**src/rtl/peripheral_operand_loader.sv**
```systemverilog
// Operand-entry and result-viewing front end for the board-level ALU wrapper.
// Debounced buttons load operands chunk by chunk, then step through the result.
module peripheral_operand_loader #(
  parameter int unsigned DATA_W  = 32,
  parameter int unsigned IN_W    = 8,
  parameter int unsigned NUM_OPS = 2,
  localparam int unsigned CHUNKS = DATA_W / IN_W,
  localparam int unsigned CW     = $clog2(CHUNKS),
  localparam int unsigned OW     = $clog2(NUM_OPS + 1)
) (
  input  logic                      clk,
  input  logic                      reset,
  input  logic                      enter,
  input  logic                      back,
  input  logic                      loaddata,
  input  logic [IN_W-1:0]           inputdata,
  input  logic [DATA_W-1:0]         dataR,
  input  logic                      ack,
  output logic [NUM_OPS*DATA_W-1:0] operands,
  output logic                      inputdata_ready,
  output logic [OW-1:0]             disp_op,
  output logic [CW-1:0]             disp_chunk,
  output logic [IN_W-1:0]           disp_data
);

  localparam int unsigned OPS_W = NUM_OPS * DATA_W;

  typedef enum logic [1:0] {ST_LOAD, ST_READY, ST_VIEW} state_t;

  state_t             state, state_n;
  logic [OW-1:0]      op_idx_n;
  logic [CW-1:0]      chunk_idx_n;
  logic [OPS_W-1:0]   operands_n;
  logic               ready_n;
  logic [31:0]        wr_base;

  // Sync + edge flops preset to 1 so a button held through reset never fires
  logic [2:0] en_sync, bk_sync;
  logic       en_rise, bk_rise, en_pulse, bk_pulse;

  always_ff @(posedge clk or negedge reset) begin
    if (!reset) begin
      en_sync <= 3'b111;
      bk_sync <= 3'b111;
    end else begin
      en_sync <= {en_sync[1:0], enter};
      bk_sync <= {bk_sync[1:0], back};
    end
  end

  assign en_rise  = en_sync[1] & ~en_sync[2];
  assign bk_rise  = bk_sync[1] & ~bk_sync[2];
  assign en_pulse = en_rise & ~bk_rise;
  assign bk_pulse = bk_rise & ~en_rise;

  // State and registered outputs
  always_ff @(posedge clk or negedge reset) begin
    if (!reset) begin
      state           <= ST_LOAD;
      disp_op         <= '0;
      disp_chunk      <= '0;
      operands        <= '0;
      inputdata_ready <= 1'b0;
    end else begin
      state           <= state_n;
      disp_op         <= op_idx_n;
      disp_chunk      <= chunk_idx_n;
      operands        <= operands_n;
      inputdata_ready <= ready_n;
    end
  end

  // Next-state, pointer and operand-write logic
  always_comb begin
    state_n     = state;
    op_idx_n    = disp_op;
    chunk_idx_n = disp_chunk;
    operands_n  = operands;
    ready_n     = inputdata_ready;
    wr_base     = 32'(disp_op) * DATA_W + 32'(disp_chunk) * IN_W;

    case (state)
      ST_LOAD: begin
        if (loaddata && en_pulse) begin
          operands_n[wr_base +: IN_W] = inputdata;
          if (disp_chunk == CW'(CHUNKS - 1)) begin
            chunk_idx_n = '0;
            if (disp_op == OW'(NUM_OPS - 1)) begin
              state_n  = ST_READY;
              ready_n  = 1'b1;
              op_idx_n = OW'(NUM_OPS);
            end else begin
              op_idx_n = disp_op + OW'(1);
            end
          end else begin
            chunk_idx_n = disp_chunk + CW'(1);
          end
        end else if (loaddata && bk_pulse) begin
          if (disp_chunk != '0) begin
            chunk_idx_n = disp_chunk - CW'(1);
          end else if (disp_op != '0) begin
            op_idx_n    = disp_op - OW'(1);
            chunk_idx_n = CW'(CHUNKS - 1);
          end
        end
      end

      ST_READY: begin
        if (ack) begin
          state_n = ST_VIEW;
          ready_n = 1'b0;
        end
      end

      ST_VIEW: begin
        if (loaddata) begin
          state_n     = ST_LOAD;
          op_idx_n    = '0;
          chunk_idx_n = '0;
        end else if (en_pulse) begin
          chunk_idx_n = (disp_chunk == CW'(CHUNKS - 1)) ? '0 : disp_chunk + CW'(1);
        end else if (bk_pulse) begin
          chunk_idx_n = (disp_chunk == '0) ? CW'(CHUNKS - 1) : disp_chunk - CW'(1);
        end
      end

      default: begin
        state_n = ST_LOAD;
      end
    endcase
  end

  // Live switch echo while loading, otherwise the selected result chunk
  always_comb begin
    disp_data = inputdata;
    if (state != ST_LOAD) begin
      disp_data = dataR[32'(disp_chunk) * IN_W +: IN_W];
    end
  end

endmodule

```
**config.mk**
```make
export PLATFORM = sky130hd
export DESIGN_NAME = peripheral_operand_loader
export DESIGN_NICKNAME = d
export VERILOG_FILES = /design/src/rtl/peripheral_operand_loader.sv
export SDC_FILE = /design/constraint.sdc
export NUM_CORES = 1
export LEC_CHECK = 0
export ABC_AREA = 1
export ABC_CLOCK_PERIOD_IN_PS = 3700
export CORE_MARGIN = 10
export CORE_UTILIZATION = 44
export DETAILED_ROUTE_END_ITERATION = 7
export PLACE_DENSITY = 0.8
export RECOVER_POWER = 25
export SLEW_MARGIN = 25
export SYNTH_ARGS = -nofsm -noshare
export SYNTH_HDL_FRONTEND = slang
export SYNTH_SLANG_ARGS = --single-unit
```
**constraint.sdc**
```tcl
create_clock -name clk -period 3.7 [get_ports clk]
set_input_delay 0.555 -clock clk [delete_from_list [all_inputs] [get_ports clk]]
set_output_delay 0.555 -clock clk [all_outputs]
set_load 0.02 [all_outputs]
```
==> flow_metrics.tcl, run 1 <==
set metrics [dict create \
    status "finished with violations" \
    violations "capacitance limit, slew limit" \
    r2r_slack_ns 0.66 \
    worstMarginPinSlew_ns 1.91 \
    cts_tree "built" \
    die_h_um 116 \
    post_cts_buffers 0 \
    wl_per_cell_um 16.6 \
    power_density_nw_per_um2 807 \
    avgSynthCellArea_um2 8.26 \
    ios 123 \
    r2r-end "operands[38]" \
    cts-htree-levels 3 \
    grt_pass1_wl_um 20100 \
    ys.flop_type "dfrtp_1" \
    drtAntennaViolNets 0 \
    synth_nets 554 \
    fp.coreArea_um2 9150 \
    grt_remaining_overflow 0 \
    period_share_pct 82.3 \
    nNetsFinal 672 \
    drv_slew 78 \
    critPathArrivalTime_ns 3.30 \
    crit_fanout 21 \
    r2r_cells 9 \
    synth_edf_count 0 \
    yosysSeqAreaShare_pct 47.3 \
    layout_commonest_cell "nand2_1" \
    clock_skew_ns 0.0124 \
    period_needed_ns 3.04 \
    dieArea_um2 13500 \
    fin_cells 729 \
    fin_setup_tns_ns 0 \
    irDropWorstVdd_mv 0.487 \
    synthArstFlopShare_pct 100 \
    required_ns 3.95 \
    antenna_found_initial 0 \
    rows 35 \
    numCtsBuffers 9 \
    portBuffers 122 \
    maxCapViolations 1 \
    routed_wl_um 12100 \
    most-common-layout-cells "130 x nand2_1, 119 x clkdlybuf4s50_1, 71 x dfrtp_1" \
    min_path_cells 0 \
    placedCellCount 713 \
    p_int_mw 2.24 \
    switching_share_pct 50.0 \
    synth_area_um2 4090 \
    path_class "reg -> reg" \
    clkPwrFrac_pct 14.4 \
    die_width_um 116 \
    power_frac_seq_pct 25.8 \
    p_leak_nw 2.45 \
    ys_ff_latch 77 \
    cts.path.max_buffers 2 \
    drt_first_pass_iters 5 \
    clk_pin_slew_ns 0.09 \
    grt_max_degree 78 \
    start_util_pct 44.7 \
    critPathLaunchType "register" \
    n_antenna_cell 0 \
    drt_iter0_markers 256 \
    hold_viol 0 \
    detailed_place_hpwl_um 9220 \
    setup.worst_path.start "disp_chunk[1]" \
    drive_gt1_share_pct 9.22 \
    finalWeightedCongestion 0.918 \
    synthToLayoutAreaGrowth_pct 36.0 \
    r2r_start "disp_chunk[1]" \
    comb_power_share_pct 59.8 \
    setup_viol 0 \
    cts_hold_buf 0 \
    hold_path_class "reg -> reg" \
    synth_warnings 0 \
    syn_inst 495 \
    clk_latency_ns 0.35 \
    cts_root_buf "clkbuf_8" \
    routed-via-count 3932 \
    clkSinkCount 77 \
    yosysUniqueCellTypes 31 \
    rsz0062_at_grt "false" \
    vias_per_cell 5.39 \
    slew_headroom_pct -27.2 \
    drc 0 \
    grt_usage_pct 18.5 \
    end_kind "register" \
    fmax_ghz 0.329 \
    grt_pass1_vias 4095 \
    cts_resized 0 \
    setup.worst_path.end "operands[38]" \
    switchingPower_mw 2.25 \
]
power groups by stage:
stage / clock (mW) / sequential, mW / combinational, mW
2_1_floorplan: 0 / 1.37 / 1.65
3_3_place_gp: 0 / 1.17 / 2.60
3_5_place_dp: 0 / 1.17 / 2.67
4_1_cts: 0.662 / 1.16 / 2.67
5_1_grt: 0.689 / 1.18 / 2.97
6_report: 0.647 / 1.16 / 2.68
routing by layer:
metal | global-route usage, % | wire length, um | vias to the layer above
met5 | 0 | 0 | -
met4 | 7.51 | 243 | 0
met3 | 6.83 | 1310 | 23
met2 | 29.2 | 5600 | 174
met1 | 22.2 | 4970 | 1851
li1 | - | - | 1884
metrics by stage:
stage / power (mW) / instance area, um^2 / hold WS [ns] / setup slack, ns / utilization (%)
floorplan: 3.02 / 4090 / 0.259 / 0.609 / -
global placement: 3.77 / 5370 / 0.347 / 0.835 / 58.6
detailed placement: 3.84 / 5370 / 0.348 / 0.696 / 58.6
CTS: 4.50 / 5560 / 0.360 / 0.683 / 60.8
global route: 4.84 / 5560 / 0.370 / 0.336 / 60.8
finish: 4.49 / 5560 / 0.364 / 0.656 / 60.8
sequential cells by signal, indices dropped and copies added, names as in the netlist:
| signal | cells |
|---|---|
| disp_chunk | 2 |
| bk_sync | 3 |
| operands | 64 |
| inputdata_ready | 1 |
| disp_op | 2 |
| en_sync | 3 |
| state | 2 |
worst min-delay path by stage:
stage	startpoint	to	slack [ns]
after global routing	en_sync[0]	en_sync[1]	0.37
after global placement	en_sync[0]	en_sync[1]	0.35
after CTS	en_sync[0]	en_sync[1]	0.36
after detailed placement	en_sync[0]	en_sync[1]	0.35
after floorplan	reset	disp_chunk[0]	0.26
final	en_sync[0]	en_sync[1]	0.36
area by class of cell:
type	instances	area (um^2)
multi-input combinational	348	1840
clock buffer	10	128
tap	111	139
sequential	77	1930
fill	770	3590
timing repair buffer	127	1250
clock inverter	6	70.1
inverter	50	193
synth_stat cells (2+ instances only):
| library cell | number | area [um^2] |
|---|---|---|
| nand3_2 | 3 | 30.0 |
| o22ai_1 | 8 | 50.1 |
| nor2_2 | 2 | 12.5 |
| nand2_2 | 3 | 18.8 |
| ha_1 | 13 | 163 |
| buf_6 | 5 | 56.3 |
| clkbuf_1 | 11 | 41.3 |
| o21ai_1 | 25 | 125 |
| nand2_1 | 130 | 488 |
| nand3_1 | 20 | 100 |
| dfrtp_1 | 71 | 1780 |
| nor2_1 | 33 | 124 |
| nand2_4 | 2 | 22.5 |
| o21ai_2 | 8 | 70.1 |
| nand3_4 | 3 | 52.6 |
| dfstp_2 | 6 | 158 |
| inv_2 | 5 | 18.8 |
| buf_2 | 4 | 20.0 |
| a21oi_1 | 4 | 20.0 |
| nor2_4 | 2 | 22.5 |
| o21ai_0 | 49 | 245 |
| nand4_1 | 37 | 231 |
| inv_1 | 41 | 154 |
| clkinv_1 | 3 | 11.3 |
critical path, stage by stage, from the launching register on:
cell	delay (ns)
dfrtp_1	0.35
clkinv_1	0.27
ha_1	0.44
ha_1	0.59
inv_1	0.44
nand3_1	0.20
nor2_4	0.25
nand3_2	0.21
nand2_1	0.13
nand2_1	0.06
cell families (layout without fill, tap and decap cells):
logic type | after synthesis | in the layout | share of synthesized area, %
buffers and inverters | 70 | 193 | 7.59
flip-flops | 77 | 77 | 47.3
XOR/XNOR | 1 | 1 | 0.214
AND/OR/NAND/NOR | 237 | 237 | 27.7
AO/OA/AOI/OAI | 97 | 97 | 13.2
adder cells (fa/ha/maj) | 13 | 13 | 3.98
No activity file was read; power rests on OpenSTA's default activity.
==> inputs of run 2 (changes only) <==
--- a/config.mk
+++ b/config.mk
@@ -6,11 +6,11 @@
 export NUM_CORES = 1
 export LEC_CHECK = 0
 export ABC_AREA = 1
-export ABC_CLOCK_PERIOD_IN_PS = 3700
+export ABC_CLOCK_PERIOD_IN_PS = 2800
 export CORE_MARGIN = 10
-export CORE_UTILIZATION = 44
+export CORE_UTILIZATION = 43
 export DETAILED_ROUTE_END_ITERATION = 7
-export PLACE_DENSITY = 0.8
+export PLACE_DENSITY = 0.81
 export RECOVER_POWER = 25
 export SLEW_MARGIN = 25
 export SYNTH_ARGS = -nofsm -noshare
==> constraint.sdc (replaced) <==
create_clock -name clk -period 2.8 [get_ports clk]
set_input_delay 0.42 -clock clk [delete_from_list [all_inputs] [get_ports clk]]
set_output_delay 0.42 -clock clk [all_outputs]
set_load 0.02 [all_outputs]
==> flow_metrics.tcl, run 2 (synthesized netlist as in run 1, its figures left out) <==
set metrics [dict create \
    status "finished with violations" \
    violations "capacitance limit, slew limit" \
    stdcell_area_um2 5770 \
    cpMostUsedCell "o21ai_0" \
    drive_gt1_share_pct 13.5 \
    regMostFlops "operands" \
    dieArea_um2 13800 \
    path_class "reg -> out" \
    die_h_um 118 \
    grt_pass1_wl_um 20800 \
    drc 0 \
    finalWeightedCongestion 0.852 \
    critPathArrivalTime_ns 2.26 \
    ios 123 \
    crit_fanout 19 \
    slowest_stage "clkdlybuf4s50_1" \
    cts_hold_buf 0 \
    top_regs "operands (64), bk_sync (3), en_sync (3)" \
    cts.path.max_buffers 2 \
    fp.coreArea_um2 9240 \
    placed_area_um2 5500 \
    n_antenna_cell 0 \
    most-common-layout-cells "130 x nand2_1, 116 x clkdlybuf4s50_1, 69 x dfrtp_1" \
    setup_viol 0 \
    power_density_nw_per_um2 1090 \
    nNetsFinal 693 \
    grt_remaining_overflow 0 \
    grt_pass1_vias 4043 \
    start_util_pct 44.2 \
    detailed_place_hpwl_um 9860 \
    portBuffers 122 \
    worstMarginPinSlew_ns 1.92 \
    drtAntennaViolNets 0 \
    nFillCells 760 \
    required_ns 2.38 \
    clkSinkCount 77 \
    crit_chain "inv_1 -> buf_4 -> o21ai_0 -> o22ai_1 -> nand2_1 -> o21ai_0 -> clkdlybuf4s50_1" \
    die_width_um 118 \
    maxCapViolations 1 \
    period_share_pct 95.7 \
    fmax_ghz 0.373 \
    routed-via-count 4084 \
    wl_per_cell_um 17.1 \
    cts_root_buf "clkbuf_8" \
    max_stage_delay_ns 0.64 \
    slew_headroom_pct -27.8 \
    p_leak_nw 2.58 \
    antenna_found_initial 0 \
    period_needed_ns 2.68 \
    synthToLayoutAreaGrowth_pct 41.1 \
    cts-htree-levels 3 \
    fin_hold_ws_ns 0.364 \
    clk_latency_ns 0.35 \
    layout_commonest_cell "nand2_1" \
    clock_skew_ns 0.0112 \
    rsz0062_at_grt "false" \
    largest_reg_flops 64 \
    numCtsBuffers 9 \
    routed_wl_um 13100 \
    drv_slew 78 \
    hold_viol 0 \
    critPathLaunchType "register" \
    hold_path_class "reg -> reg" \
    drt_first_pass_iters 5 \
    vias_per_cell 5.32 \
    cts_tree "built" \
    crit_family "buffers and inverters" \
    end_kind "primary output" \
    drt_iter0_markers 418 \
    finalCoreUtilization_pct 62.4 \
    clk_pin_slew_ns 0.09 \
    fin_setup_tns_ns 0 \
    rows 35 \
    critPathBufInv 3 \
    grt_max_degree 78 \
    irDropWorstVdd_mv 0.529 \
    grt_usage_pct 17.9 \
]
run 2: final timing paths:
kind                          startpoint             to  slack [ns]  cells after the start
max in group asynchronous          reset  disp_chunk[1]        0.96                      1
setup reg to reg              disp_op[0]    operands[4]        0.21                     15
setup / recovery           disp_chunk[0]   disp_data[1]        0.12                      7
min in group asynchronous          reset       state[0]        0.59                      1
hold / removal                bk_sync[0]     bk_sync[1]        0.36                      0
hold reg to reg               bk_sync[0]     bk_sync[1]        0.36                      0
run 2: repair_timing:
item                                    CTS  global route
endpoints found under the hold margin     0             0
endpoints found under the setup margin    0            28
buffers inserted                          0             8
gates resized for setup                   0             7
run 2: cell type report:
| type | instances | area, um^2 | area share, % |
|---|---|---|---|
| flip-flops and latches | 77 | 1940 | 33.6 |
| inverters | 50 | 194 | 3.36 |
| repair buffers | 148 | 1420 | 24.6 |
| well taps | 129 | 161 | 2.80 |
| clock inverters | 7 | 57.6 | 0.998 |
| multi-input cells | 348 | 1880 | 32.5 |
| clock buffers | 9 | 124 | 2.15 |
run 2: layer usage:
metal  vias to the layer above  track usage [%]  share of wire, %
li1                       1923                -                 -
met1                      1937             21.0                40
met2                       202             28.3                47
met3                        22             7.67                11
met4                         0             6.65               2.3
met5                         -                0                 0
run 2: where the power goes:
group / switching (mW) / internal, mW / total, mW / leakage, nW
Combinational: 2.56 / 1.44 / 4.00 / 1.45
Sequential: 0.161 / 1.36 / 1.52 / 1.04
Clock: 0.461 / 0.334 / 0.795 / 0.0881
Total: 3.18 / 3.13 / 6.31 / 2.58
run 2: per-stage QoR:
stage                     worst slack [ns]  cells  total power [mW]
after floorplan                     0.0386    495              4.02
after global placement               0.250    744              5.14
after detailed placement            0.0717    744              5.25
after CTS                           0.0449    760              6.06
after global routing                0.0103    768              6.73
final                                0.121    768              6.31
